--- src/rtl/usb_cdc_rx_packer.sv ---
// Packs bytes popped from a first-word-fall-through RX FIFO, LSB-first, into 32-bit words.
// A word is emitted when it is full, after a programmable idle time, or on flush; valid/ready out.
module usb_cdc_rx_packer #(
  parameter int TO_W = 16
) (
  input  logic            clk,
  input  logic            rst_n,
  input  logic            rx_fifo_empty,
  input  logic [7:0]      rx_fifo_rdata,
  output logic            rx_fifo_rd,
  input  logic [TO_W-1:0] timeout,
  input  logic            flush,
  output logic [31:0]     word_data,
  output logic [2:0]      word_bytes,
  output logic            word_valid,
  input  logic            word_ready
);

  typedef enum logic {
    COLLECT = 1'b0,
    HOLD    = 1'b1
  } state_t;

  state_t          r_state;
  state_t          w_state_nxt;
  logic [2:0]      r_cnt;
  logic [TO_W-1:0] r_idle;
  logic [31:0]     r_data;

  logic            w_pop;
  logic            w_expire;
  logic            w_idle_max;
  logic [TO_W:0]   w_idle_inc;

  // Gated by rst_n so the FIFO is never drained while this block is held in reset.
  assign w_pop      = rst_n & (r_state == COLLECT) & ~rx_fifo_empty & (r_cnt < 3'd4);
  assign w_idle_inc = {1'b0, r_idle} + (TO_W+1)'(1);
  assign w_expire   = (timeout != '0) && (w_idle_inc == {1'b0, timeout});
  assign w_idle_max = &r_idle;

  // NOTE: all state uses non-blocking assignments so every flop samples pre-edge values.
  always_ff @(posedge clk or negedge rst_n) begin
    if (!rst_n) r_state <= COLLECT;
    else        r_state <= w_state_nxt;
  end

  // NOTE: default assignment first so no path leaves the signal unassigned (no latch).
  always_comb begin
    w_state_nxt = r_state;
    unique case (r_state)
      COLLECT: begin
        if (w_pop) begin
          if (r_cnt == 3'd3 || flush) w_state_nxt = HOLD;
        end else if (r_cnt != 3'd0 && (flush || w_expire)) begin
          w_state_nxt = HOLD;
        end
      end
      HOLD: if (word_ready) w_state_nxt = COLLECT;
    endcase
  end

  // NOTE: the data register is reset so unused lanes of a short word always read 0.
  always_ff @(posedge clk or negedge rst_n) begin
    if (!rst_n) begin
      r_cnt  <= 3'd0;
      r_idle <= '0;
      r_data <= 32'h0;
    end else begin
      unique case (r_state)
        COLLECT: begin
          if (w_pop) begin
            r_data[{r_cnt[1:0], 3'b000} +: 8] <= rx_fifo_rdata;
            r_cnt  <= r_cnt + 3'd1;
            r_idle <= '0;
          end else if (r_cnt == 3'd0) begin
            r_idle <= '0;
          end else if (!w_idle_max) begin
            r_idle <= w_idle_inc[TO_W-1:0];
          end
        end
        HOLD: begin
          if (word_ready) begin
            r_cnt  <= 3'd0;
            r_idle <= '0;
            r_data <= 32'h0;
          end
        end
      endcase
    end
  end

  always_comb begin
    rx_fifo_rd = w_pop;
    word_valid = (r_state == HOLD);
    word_bytes = (r_state == HOLD) ? r_cnt : 3'd0;
    word_data  = r_data;
  end

endmodule

--- config.mk ---
export PLATFORM = sky130hd
export DESIGN_NAME = usb_cdc_rx_packer
export DESIGN_NICKNAME = d
export VERILOG_FILES = /design/src/rtl/usb_cdc_rx_packer.sv
export SDC_FILE = /design/constraint.sdc
export NUM_CORES = 1
export LEC_CHECK = 0
export CORE_ASPECT_RATIO = 0.75
export CORE_MARGIN = 2
export CORE_UTILIZATION = 50
export CTS_CLUSTER_SIZE = 20
export DETAILED_ROUTE_END_ITERATION = 7
export HOLD_SLACK_MARGIN = 0.03
export MAX_ROUTING_LAYER = met4
export PLACE_DENSITY = 0.78
export SYNTH_ARGS = -nofsm -noshare
export SYNTH_HDL_FRONTEND = slang
export SYNTH_SLANG_ARGS = --single-unit
--- constraint.sdc ---
create_clock -name clk -period 2.7 [get_ports clk]
set_input_delay 0.27 -clock clk [delete_from_list [all_inputs] [get_ports clk]]
set_output_delay 0.27 -clock clk [all_outputs]
set_load 0.01 [all_outputs]
# After elaboration in Yosys (flattened, before gate mapping)

Cells that the tools add are included.

$add $sub $neg: 3
$lt $le $gt $ge: 1
Equality and inequality tests: 5
Shift operators: 2
Multiplexer cells: 18
Bitwise gates (word level): 5
Reduce and logical (&&, ||, !) cells: 10

Operators by type and width:

| kind                                                                    | number |
|---|---|
| 16-bit two-way mux                                                      | 4 |
| 32-bit two-way mux                                                      | 2 |
| 32-bit case mux with 2 select lines                                     | 1 |
| 32-bit bitwise mux                                                      | 1 |
| 16-bit case mux with 2 select lines                                     | 1 |
| 8-bit by 7-bit variable shift with 32-bit output, first input constant  | 1 |
| 8-bit by 7-bit variable part select with 32-bit output                  | 1 |
| 16-bit by 1-bit adder with 17-bit output, second input constant         | 1 |
| 17-bit by 16-bit == test with 1-bit output                              | 1 |
| 16-bit AND reduction                                                    | 1 |
| 16-bit nonzero test                                                     | 1 |
| 3-bit two-way mux                                                       | 3 |
| 5-bit negation with 7-bit output                                        | 1 |
| 3-bit case mux with 2 select lines                                      | 1 |
| 1-bit two-way mux                                                       | 4 |
| 2-bit inequality test, second input constant                            | 2 |
| 4-bit by 3-bit inequality test with 1-bit output, second input constant | 1 |
| 2-bit AND reduction                                                     | 2 |
| 3-bit by 1-bit adder with 3-bit output, second input constant           | 1 |
| 1-bit AND                                                               | 3 |
| 3-bit by 2-bit == test with 1-bit output, second input constant         | 1 |
| 3-bit zero test                                                         | 1 |
| 3-bit less-than comparator, second input constant                       | 1 |
| 3-bit nonzero test                                                      | 1 |
| other kinds (4)                                                         | 7 |

Bits in registers: 52
Input bits: 29
Output and inout bits: 37
Logic and storage cells: 48

# Logic depth before layout (Yosys ltp)

Gate-level depths: netlist of run 1.

Word-level depth: 8
Gate-level depth with buffers: 10
Mapped depth without buffers: 7

# Worst setup path before layout of run 1

No wires, ideal clock.

Path kind: register to register
From: reg r_idle[0]
To: reg r_state, in the netlist word_valid
Library setup time: 0.092 ns
Arrival time: 2.264 ns
Data required time: 2.608 ns
Path slack: 0.344 ns
Cell stages (with the launch flop): 10
Path buffers: 2
Period minus slack after synthesis: 2.356 ns
Cells stage by stage: dfrtp_1 ha_1 buf_2 and4_1 buf_4 nand4_2 a311oi_1 o22ai_1 or4_1 o31ai_2

Longest elaborated chain between the ends: 8

RTL lines:

| what                                       | RTL line | text |
|---|---|---|
| from (decl)                                | 27       | `logic [TO_W-1:0] r_idle;` |
| from (signal assigned)                     | 78       | `r_idle <= w_idle_inc[TO_W-1:0];` |
| 16-bit by 1-bit adder with 17-bit output   | 37       | `assign w_idle_inc = {1'b0, r_idle} + (TO_W+1)'(1);` |
| 17-bit by 16-bit == test with 1-bit output | 38       | `assign w_expire = (timeout != '0) && (w_idle_inc == {1'b0, timeout});` |
| 1-bit logical AND                          | 38       |  |
| 1-bit logical OR                           | 54       | `end else if (r_cnt != 3'd0 && (flush \|\| w_expire)) begin` |
| 1-bit logical AND                          | 54       |  |
| 1-bit two-way mux                          | 54       |  |
| 1-bit two-way mux                          | 52       | `if (w_pop) begin` |
| 1-bit case mux with 2 select lines         | 50       | `unique case (r_state)` |
| named net w_state_nxt                      | 25       | `state_t w_state_nxt;` |
| to (signal assigned)                       | 44       | `else r_state <= w_state_nxt;` |
| to (decl)                                  | 24       | `state_t r_state;` |

The timed path passes the listed nets, and every way through them passes these cells.
A chain may end at the register's enable or synchronous reset.

# Worst setup path in the final report of run 1

From: reg r_state, in the netlist word_valid
To: out rx_fifo_rd

Longest elaborated chain between the ends: 4

RTL lines:

| what                   | RTL line | text |
|---|---|---|
| 1-bit NOT              | --       |  |
| 1-bit AND (3 in a row) | 36       | `assign w_pop = rst_n & (r_state == COLLECT) & ~rx_fifo_empty & (r_cnt < 3'd4);` |
| to (decl)              | 10       | `output logic rx_fifo_rd,` |

Every way passes these cells.

==> summary.txt, run 1 <==
Total wire length -> 7.99 mm
Cell row count -> 24
# setup viols final -> 0
Clk pwr share -> 20.3%
Met2 usage -> 40.6%
Distinct cells, synth -> 53
Worst path slowest cell -> or4b_2
Most common cell after layout, fill and taps aside -> clkdlybuf4s50_1
Die Width -> 94.4 um
Ant. Diodes -> 0
Fin area -> 3920 um2
Internal power -> 1670 uW
Critical path type -> reg2out
Final net count -> 449
Fmax -> 395 MHz
# port buffers -> 65
Clock sinks -> 52
Max FO, Critical Path -> 6
CTS tree -> yes
Gpl congestion -> 0.909
RSZ-0062 raised after global routing -> no
Synth warn -> 0
Max incr delay on CP -> 0.72 ns
Post-DP HPWL -> 6.21 mm
Relative slew slack -> 32.3%
CTS H-tree depth -> 2
Routed Antenna Nets -> 0
Reg power frac -> 37.3%
Routing usage on met1 -> 37.0%
Synth area leaders -> dfrtp_1 42%, o21ai_0 8.3%, nand2_1 7.7%
GR peak layer -> met2
Power Total -> 2610 uW
Met3 usage -> 3.47%
Area leader, netlist -> dfrtp_1
Period utilisation layout -> 93.6%
WP data required -> 2.43 ns
Sw frac -> 36.3%
Hold Buf Count CTS -> 0
Psw -> 948 uW
Clock Skews -> 0.00811 ns
Worst-skew pair later-pin latency -> 0.30 ns
Period minus WS final -> 2.53 ns
Most frequent cells in the layout -> 64 x clkdlybuf4s50_1, 63 x nand2_1, 52 x dfrtp_1, 51 x o21ai_0, 16 x buf_4
Worst EP arrival -> 2.26 ns
Initial Util -> 52.3%
Fill count -> 510
Pins Over Slew Limit -> 0
Yosys top cell area share -> 42.5%
Initial drt markers -> 170
Die area -> 6770 um2
Crit path launch type -> flop
CTS clk-pin slew, worst paths -> 0.09 ns
Placed instance area -> 3800 um2
Die H -> 71.8 um
Cells along the critical path -> or4b_2 -> inv_1 -> buf_4 -> clkdlybuf4s50_1
Syn_nets -> 385
Synthesized cell area -> 3060 um2
Register area -> 1300 um2
Power density over cell area -> 668 nW/um2
Peak supply drop -> 549 uV
Io pins -> 66
Reg2reg end -> word_valid
FF-to-FF Start -> r_idle[0]
Routed WL per cell -> 16.2 um
First-pass GRT wire length -> 13.5 mm
Vias -> 2,807
Status -> finished clean
CTS Buffer Depth -> 2
Tot GR Track Use -> 26.0%
Largest net degree at the start of global routing -> 53
Layout cells sized above 1 -> 8.67%
Post-CTS setup buffers -> 0
Area Overhead vs Synth -> 27.8%
Clock root cell -> clkbuf_8
Multi-input gate area -> 1620 um2
Reg2Reg Depth -> 7
Cells after synthesis -> 350
GRT overflow -> 0
DRC -> 0
Sum Neg Setup Slack -> 0 ns
Initial antenna violation count -> 0
Worst-margin pin slew -> 1.02 ns
CTS Buf Count -> 5
Synthesized flop and latch total -> 52
Vias in the first global route -> 2,754
Avg Inst Size Synth -> 8.75 um2
Gate power share -> 42.3%
Setup slack, reg-to-reg -> 0.21 ns
Endpoint type of the worst setup path -> output port
Via-to-Cell Ratio -> 5.69
Max_cap viols -> 0
Core Region -> 5860 um2
Post-cts gate resize count -> 0
Pre-antenna DRT Iters -> 4
LEAKAGE -> 0.00158 uW
Hold Crit Class -> in2async
Sequential area share after synthesis -> 42.5%
Hold Vio Cnt, Final -> 0
==> Yosys cell counts (all sizes together) <==
master / count
a211o: 2
a211oi: 1
a21boi: 1
a21oi: 13
a22o: 8
a311oi: 1
a31oi: 3
and2: 7
and3: 4
and4: 4
and4b: 1
buf: 13
clkbuf: 11
dfrtp: 52
ha: 6
inv: 6
mux2i: 2
nand2: 64
nand2b: 6
nand3: 11
nand4: 5
nand4b: 1
nor2: 13
nor2b: 3
nor3: 2
nor3b: 1
nor4: 7
nor4b: 1
o2111ai: 1
o21ai: 53
o21ba: 1
o221ai: 1
o22ai: 4
o311ai: 1
o31ai: 10
o41ai: 2
or2: 3
or3: 2
or4: 1
or4b: 1
xnor2: 15
xor2: 6
==> layout make-up <==
class,count,share of cell area (%)
Multi-Input combinational cell,268,41.3
Inverter,6,0.575
Clock buffer,6,1.85
Clock inverter,2,0.991
Sequential cell,52,33.2
Tap cell,78,2.49
Timing Repair Buffer,81,19.6
==> power by group through the flow <==
stage               Combinational (uW)  Sequential, uW  Clock [uW]
finish                            1110             976         532
global route                      1240             991         579
CTS                               1100             976         543
detailed placement                1090             992           0
global placement                  1050             986           0
floorplan                          581            1010           0
==> state kept, by name, summed over array words and instances (netlist names) <==
name,count
r_cnt,3
r_idle,16
word_data,32
word_valid,1
==> kinds of logic after synthesis <==
family	after synthesis	share of synthesized area [%]
xor gates and xnor gates	21	6.01
adders and majority gates	6	2.45
DFF	52	42.5
and+or+nand+nor	137	23.4
AOI/OAI and AO/OA	102	20.2
muxes	2	0.654
buffers and inverters	30	4.74
==> how the worst max path moves through the flow <==
| stage | endpoint | cells past startpoint | slack (ns) | startpoint |
|---|---|---|---|---|
| 2_1_floorplan | word_valid | 9 | 0.34 | r_idle[0] |
| 3_3_place_gp | rx_fifo_rd | 5 | 0.28 | rx_fifo_empty |
| 3_5_place_dp | r_idle[6] | 9 | 0.21 | rx_fifo_empty |
| 4_1_cts | rx_fifo_rd | 4 | 0.18 | word_valid |
| 5_1_grt | word_valid | 7 | 0.09 | r_idle[0] |
| 6_report | rx_fifo_rd | 4 | 0.17 | word_valid |
==> through the flow <==
step	instances	hold slack [ns]	utilization, %	worst slack, ns
final	493	0.0956	66.9	0.171
after global routing	493	0.153	66.9	0.0857
after CTS	493	0.123	66.9	0.181
after detailed placement	485	0.460	65.0	0.211
after global placement	485	0.455	65.0	0.285
after floorplan	350	-0.0256	-	0.344
==> layer usage <==
| layer | wire length [um] | up-vias |
|---|---|---|
| met3 | 338 | 6 |
| li1 | - | 1379 |
| met4 | 46 | 0 |
| met1 | 3830 | 1343 |
| met2 | 3770 | 79 |
| met5 | 0 | - |
==> critical path: cells and delay by family (launching register included) <==
kind	cells	cell delay [ns]
and+or+nand+nor	1	0.72
DFF	1	0.39
buffers and inverters	3	0.84
No activity file was read; power rests on OpenSTA's default activity.
==> inputs of run 2 (changes only) <==
CORE_UTILIZATION = 46   (was 50)
PLACE_DENSITY = 0.75   (was 0.78)
clock period = 2.28 ns   (was 2.7 ns; I/O delays follow)
==> summary.txt, run 2 (same netlist as run 1, synthesis figures left out) <==
Status -> finished clean
Gpl congestion -> 0.983 (+8.2%)
GRT overflow -> 0 (unchanged)
Hold Vio Cnt, Final -> 0 (unchanged)
Largest net degree at the start of global routing -> 53 (unchanged)
Power density over cell area -> 787 nW/um2 (+18%)
Max_cap viols -> 0 (unchanged)
# port buffers -> 65 (unchanged)
Most frequent cells in the layout -> 63 x nand2_1, 63 x clkdlybuf4s50_1, 52 x dfrtp_1, 50 x o21ai_0, 37 x buf_4
Crit path launch type -> flop
Max FO, Critical Path -> 11 (+5)
CTS H-tree depth -> 2 (unchanged)
Critical path type -> reg2reg
Layout cells sized above 1 -> 15.5% (+6.8 points)
Reg2Reg Depth -> 8 (+1)
Tot GR Track Use -> 24.6% (-1.4 points)
Cell Count Post-Placement -> 512 (+5.6%)
CTS Buf Count -> 5 (unchanged)
LEAKAGE -> 0.00173 uW (+9.5%)
Post-DP HPWL -> 6.49 mm (+4.6%)
Clock root cell -> clkbuf_8
Pins Over Slew Limit -> 0 (unchanged)
Period minus WS final -> 2.18 ns
Cells along the critical path -> or4b_2 -> inv_2 -> a211o_1 -> or2_2 -> o21ai_1 -> buf_4 -> o21ai_0 -> o31ai_1
Io pins -> 66 (unchanged)
Routed WL per cell -> 16.3 um (+0.40%)
Initial antenna violation count -> 0 (unchanged)
CTS Buffer Depth -> 2 (unchanged)
CTS clk-pin slew, worst paths -> 0.10 ns (about the same)
Final core occ -> 65.4% (-1.4 points)
Area Overhead vs Synth -> 36.3%
Sum Neg Setup Slack -> 0 ns (unchanged)
Ant. Diodes -> 0 (unchanged)
Placed instance area -> 4030 um2 (+6.1%)
Initial Util -> 48.0% (-4.3 points)
Endpoint type of the worst setup path -> flop
Fin area -> 4180 um2 (+6.6%)
Final net count -> 473 (+5.3%)
Routed Antenna Nets -> 0 (unchanged)
DRC -> 0 (unchanged)
Worst-margin pin slew -> 0.701 ns (-0.315 ns)
Hold Crit Class -> in2async
Cell row count -> 25 (+4.2%)
Vias -> 2,930 (+4.4%)
Clock sinks -> 52 (unchanged)
Clock Skews -> 0.00840 ns (+0.000287 ns)
# setup viols final -> 0 (unchanged)
Hold Buf Count CTS -> 0 (unchanged)
Worst EP arrival -> 2.37 ns (+0.11 ns)
WP data required -> 2.47 ns (+0.04 ns)
Die Width -> 98.2 um (+4.1%)
Vias in the first global route -> 2,750 (-0.15%)
Via-to-Cell Ratio -> 5.63 (-1.0%)
First-pass GRT wire length -> 13.9 mm (+2.6%)
RSZ-0062 raised after global routing -> no
Number of flip-flops in the largest register -> 32 (unchanged)
Pre-antenna DRT Iters -> 5 (+1)
Core Region -> 6380 um2 (+9.0%)
Initial drt markers -> 174 (+2.4%)
Max incr delay on CP -> 0.74 ns (+0.02 ns)
Relative slew slack -> 53.3% (+21 points)
Worst path slowest cell -> or4b_2
Total wire length -> 8.46 mm (+5.9%)
Die area -> 7330 um2 (+8.3%)
Die H -> 74.7 um (+4.0%)
Fmax -> 459 MHz
CTS tree -> yes
Worst-skew pair later-pin latency -> 0.32 ns (+0.02 ns)
Non-Filler Instances -> 520 (+5.5%)
Period utilisation layout -> 95.5%
Peak supply drop -> 665 uV (+21%)
==> run 2: stage by stage <==
stage / worst slack, ns / hold slack, ns / total power (uW)
global placement: -0.0819 / 0.413 / 2560
global route: 0.00568 / 0.0880 / 3510
finish: 0.103 / 0.0372 / 3290
detailed placement: -0.168 / 0.425 / 2600
CTS: 0.0202 / 0.0834 / 3260
floorplan: 0.00465 / -0.0676 / 1880
==> run 2: routing by layer <==
| layer | GRT usage [%] | share of wire, % | vias up | wire length (um) |
|---|---|---|---|---|
| met3 | 3.71 | 6.2 | 11 | 521 |
| met2 | 36.8 | 46 | 102 | 3880 |
| met1 | 35.7 | 47 | 1393 | 3970 |
| li1 | - | - | 1424 | - |
| met5 | - | 0 | - | 0 |
| met4 | 5.94 | 1.0 | 0 | 85 |
==> run 2: critical path: cells and delay by family, from the launching register on <==
family | cells | cell delay, ns
buffers and inverters | 2 | 0.30
flip-flops | 1 | 0.40
AO/OA/AOI/OAI | 4 | 0.51
AND/OR/NAND/NOR | 2 | 0.85
==> run 2: path summary, 6_finish.rpt <==
kind                                    from      endpoint  slack [ns]
worst max-delay path              word_valid     r_idle[7]        0.10
worst min-delay path                   rst_n     r_idle[2]        0.04
worst max register to register    word_valid     r_idle[7]        0.10
worst min register to register  word_data[4]  word_data[4]        0.49
max in group asynchronous              rst_n     r_idle[6]        1.80
min in group clk                       rst_n      r_cnt[2]        0.39
==> run 2: layout make-up <==
class	count	area, um2
Clock buffer	5	68.8
Tap cell	81	101
Fill cell	561	2210
Inverter	6	22.5
Clock inverter	3	46.3
Sequential cell	52	1300
Timing Repair Buffer	105	982
Multi-Input combinational cell	268	1650
==> run 2: timing repair <==
| item | 4_1_cts | 5_1_grt |
|---|---|---|
| setup endpoints to repair | 2 | 12 |
| gates resized for setup | 3 | 8 |
| buffers inserted | 0 | 0 |
==> run 2: power by group <==
group / total, uW / leakage, uW / internal, uW / switching (uW)
logic: 1500 / 0.000961 / 715 / 784
registers: 1120 / 0.000718 / 1050 / 74.4
clock network: 666 / 0.0000548 / 331 / 334
